`config.mk`:
```
export PLATFORM = sky130hd
export DESIGN_NAME = cordic_sincos
export DESIGN_NICKNAME = d
export VERILOG_FILES = /design/src/rtl/cordic_sincos.sv
export SDC_FILE = /design/constraint.sdc
export NUM_CORES = 1
export LEC_CHECK = 0
export BUFFER_PORTS_ARGS = -buffer_cell sky130_fd_sc_hd__buf_2
export CORE_MARGIN = 10
export CORE_UTILIZATION = 27
export DETAILED_ROUTE_END_ITERATION = 12
export GPL_ROUTABILITY_DRIVEN = 0
export SLEW_MARGIN = 30
export SYNTH_ARGS = -nofsm -noshare
export SYNTH_HDL_FRONTEND = slang
export SYNTH_SLANG_ARGS = --single-unit
```
`constraint.sdc`:
```
create_clock -name clk -period 6.6 [get_ports clk]
set_clock_uncertainty 0.05 [all_clocks]
set_input_delay 0.66 -clock clk [delete_from_list [all_inputs] [get_ports clk]]
set_output_delay 0.66 -clock clk [all_outputs]
set_load 0.01 [all_outputs]
```
`src/rtl/cordic_sincos.sv`:
```
// cordic_sincos: iterative rotation CORDIC, angle to cos/sin; CORDIC_RANGE_CHECK_EN adds |angle|>pi/2 rejection via err
module cordic_sincos #(
    parameter int ITER = 16
) (
    input  logic               clk,
    input  logic               reset,
    input  logic               in_valid,
    output logic               in_ready,
    input  logic signed [31:0] angle_in,
    output logic               out_valid,
    input  logic               out_ready,
    output logic signed [31:0] cos_out,
    output logic signed [31:0] sin_out,
    output logic               err
);
    localparam logic [1:0] IDLE = 2'd0, ROTATE = 2'd1, HOLD = 2'd2;
    localparam logic signed [31:0] K = 32'sd652032874;
    localparam logic signed [31:0] AMAX = 32'sd1686629713;
    localparam logic signed [31:0] ATAN [0:30] = '{
        32'sd843314857, 32'sd497837830, 32'sd263043837, 32'sd133525159,
        32'sd67021687,  32'sd33543516,  32'sd16775851,  32'sd8388437,
        32'sd4194283,   32'sd2097149,   32'sd1048576,   32'sd524288,
        32'sd262144,    32'sd131072,    32'sd65536,     32'sd32768,
        32'sd16384,     32'sd8192,      32'sd4096,      32'sd2048,
        32'sd1024,      32'sd512,       32'sd256,       32'sd128,
        32'sd64,        32'sd32,        32'sd16,        32'sd8,
        32'sd4,         32'sd2,         32'sd1
    };
    logic [1:0] state;
    logic [4:0] i;
    logic signed [31:0] x, y, z, x_n, y_n, z_n;
    logic oor;
    assign in_ready = state == IDLE;
    assign out_valid = state == HOLD;
    always_comb begin
        x_n = z[31] ? x + (y >>> i) : x - (y >>> i);
        y_n = z[31] ? y - (x >>> i) : y + (x >>> i);
        z_n = z[31] ? z + ATAN[i] : z - ATAN[i];
    end
`ifdef CORDIC_RANGE_CHECK_EN
    logic err_q;
    assign oor = angle_in > AMAX || angle_in < -AMAX;
    assign err = err_q;
    always_ff @(posedge clk) begin
        if (reset) err_q <= 1'b0;
        else if (in_ready && in_valid) err_q <= oor;
    end
`else
    assign oor = 1'b0;
    assign err = 1'b0;
`endif
    always_ff @(posedge clk) begin
        if (reset) begin
            state <= IDLE;
            i <= '0;
            x <= '0;
            y <= '0;
            z <= '0;
            cos_out <= '0;
            sin_out <= '0;
        end else begin
            case (state)
                IDLE: if (in_valid) begin
                    state <= oor ? HOLD : ROTATE;
                    x <= K;
                    y <= '0;
                    z <= angle_in;
                    i <= '0;
                    if (oor) begin
                        cos_out <= '0;
                        sin_out <= '0;
                    end
                end
                ROTATE: begin
                    x <= x_n;
                    y <= y_n;
                    z <= z_n;
                    i <= i + 5'd1;
                    if (i == 5'(ITER - 1)) begin
                        state <= HOLD;
                        cos_out <= x_n;
                        sin_out <= y_n;
                    end
                end
                HOLD: if (out_ready) state <= IDLE;
                default: state <= IDLE;
            endcase
        end
    end
endmodule

```
==> flow_summary.ini <==
[run_status]
outcome = finished clean

[global_route]
grt_start_max_net_pins = 77
gr-usage-all-layers_pct = 16.2
grt_pass1_vias = 16400
grt_first_pass_wirelength_um = 99400
number_of_antenna_violations_at_the_first_check_in_global_routing = 0
globalRoute.totalOverflow = 0

[cells_and_area]
layoutNonFillerInstCount = 3108
final_net_count = 2387
diode_count = 0
area_delta_synth_final_pct = 11.6
filler_cell_count = 7110
final_layout_size_suffix_gt1_share_pct = 15.4

[detailed_routing]
drc_violations_left = 0
drt_wl_total_um = 64200
drtPass1Iterations = 6
vias = 17600
drtAntennaViolNets = 0
first_iter_violations = 2154
routed_via_density = 5.67
post_drt_wl_per_cell_um = 20.6

[clock_tree]
cts.hold.buffers_added = 0
worstSkewPairLatency_ns = 0.51
cts_root_buf = clkbuf_16
clock_path_buffers = 2
cts_num_sinks = 167
cts_tree = yes
cts.clk_slew.worst_paths_ns = 0.08
tritoncts.num_buffers = 17
clock_tree.htree_level_count = 4

[sta]
worst_pin_slew_ns = 1.01
report.final.setup_viol = 0
slew_violations = 0
max_freq_ghz = 0.164
period_minus_slack_ns = 6.11
timing_hold_violations_final = 0
rsz0062_at_grt = false
slew_headroom_pct = 32.8
layout_worst_path_cycle_share_pct = 92.6
setup_tns_ns = 0

[synthesis]
synth.net_count = 2358
primary_ff_master_synth = dfxtp_1
postSynthAreaPerCell_um2 = 8.09
synth_seq_area_share_pct = 18.8
yosys.area.top_type = dfxtp_1
postSynth.asyncResetShare_pct = 0
largest_cells_by_area_after_synthesis = dfxtp_1, mux4_2, ha_1
synth-warning-count = 0
synth.top_cells.by_count = nor2_1, nand2_1, a21oi_1, dfxtp_1, ha_1
yosysMostFrequentCell = nor2_1
synth_cell_types = 98
edff_count_synth = 0
synthesis.instances = 2202
yosys.area.top_type_share_pct = 18.8
synth-seq-cells = 167
synth.cell_area_um2 = 17800

[floorplan]
floorplan.initialDensity_pct = 27.1
i_o_pins = 103
placement_rows = 94
die_area_um2 = 76600
design.core.area_um2 = 65600
vertical_die_dimension_um = 277
die_w_um = 277

[placement]
place.detailed.hpwl_um = 48200
placed_cells = 3072
port_buffers = 101

[critical_path]
end_kind = flop
crit_required_ns = 7.00
crit_path_max_fanout = 27
critical_path_arrival_ns = 6.51
critical_path.startpoint_type = flop
crit_type = reg2reg

[hold_path]
hp-class = in2reg

[flow_run]
max_cap_viol_count = 0

[power_and_ir_drop]
p_per_area_nw_per_um2 = 447
max-vdd-ir-drop_uv = 227
power.static_leakage_nw = 7.83
layer usage:
layer | track usage [%] | share of wire [%]
met4 | 5.48 | 2.5
met3 | 3.40 | 8.2
met1 | 21.7 | 44
met2 | 25.3 | 45
met5 | 0 | 0
timing repair:
item,in CTS,in global routing
endpoints found under the hold margin,0,0
setup buffers,0,4
resized for setup,0,4
setup endpoints to repair,0,15
metrics by stage:
step	hold WS, ns	setup WS [ns]	utilization [%]	total power [mW]	cell area [um2]
after floorplan	0.386	0.988	-	6.10	17800
after global placement	0.393	0.479	29.2	7.66	19200
after detailed placement	0.393	0.423	29.2	7.64	19200
after CTS	0.347	0.412	30.2	8.79	19800
after global routing	0.378	0.00600	30.3	9.58	19900
final	0.387	0.490	30.3	8.88	19900
kinds of logic after synthesis:
| kind of cell | synth area share [%] |
|---|---|
| fa+ha+maj | 8.56 |
| mux | 15.8 |
| simple gates | 18.6 |
| compound gates | 25.2 |
| buf+inv | 5.30 |
| flops | 18.8 |
| xor+xnor | 7.77 |
| other cells | 0.0211 |
state kept, by name, summed over array words and instances (netlist names):
register / cells
x: 32
cos_out: 32
y: 32
z: 32
i: 5
sin_out: 32
state: 2
final timing paths:
check,startpoint,end,slack [ns],depth (start not counted)
worst max-delay path,i[1],cos_out[31],0.49,22
worst min-delay path,angle_in[6],z[6],0.39,3
worst max register to register,i[1],cos_out[31],0.49,22
worst min register to register,sin_out[10],sin_out[10],0.40,2
critical path: stages (launching register included):
cell and delay (ns):
dfxtp_4 0.50, buf_12 0.24, mux4_1 0.62, mux2i_1 0.29, nor2_1 0.09, a2111oi_2 0.57
ha_1 0.30, nand4_1 0.12, nor2_1 0.19, and3_1 0.36, a21oi_1 0.13, xor2_1 0.21
ha_1 0.28, and3_1 0.17, o211ai_1 0.10, o21ai_0 0.15, a211oi_1 0.45, o31ai_1 0.16
a21oi_1 0.29, o221ai_1 0.16, a21o_1 0.23, or3_1 0.30, nand3_1 0.08
power by group:
part	leakage, nW	switching, mW	internal (mW)
clock network	0.298	0.533	0.549
logic	6.16	3.64	2.59
registers	1.37	0.413	1.16
total	7.83	4.58	4.30
layout by cell type, fill, tap and decap left out, types with 20 or more instances in the layout:
| cell | netlist | layout |
|---|---|---|
| nor2_1 | 248 | 245 |
| nand2_1 | 234 | 233 |
| a21oi_1 | 221 | 221 |
| dfxtp_1 | 167 | 161 |
| ha_1 | 117 | 117 |
| o21ai_0 | 103 | 102 |
| buf_2 | 23 | 100 |
| xnor2_1 | 96 | 96 |
| mux4_2 | 80 | 80 |
| xor2_1 | 62 | 62 |
| nand3_1 | 53 | 53 |
| buf_4 | 6 | 48 |
| inv_1 | 47 | 47 |
| mux2i_1 | 45 | 45 |
| a22oi_1 | 45 | 45 |
| a211oi_1 | 38 | 38 |
| a21o_1 | 35 | 35 |
| a31oi_1 | 34 | 34 |
| o21a_1 | 26 | 26 |
| nor3_1 | 27 | 26 |
| and2_1 | 21 | 21 |
| or3_1 | 20 | 20 |
cell type report:
type	count	area, um2	share of cell area, %
well taps	864	1080	5.44
repair buffers	157	1040	5.24
multi-input cells	1836	13600	68.3
clock inverters	15	200	1.01
clock buffers	17	425	2.14
inverters	52	195	0.982
flip-flops and latches	167	3360	16.9
(Power assumes the default switching activity.)
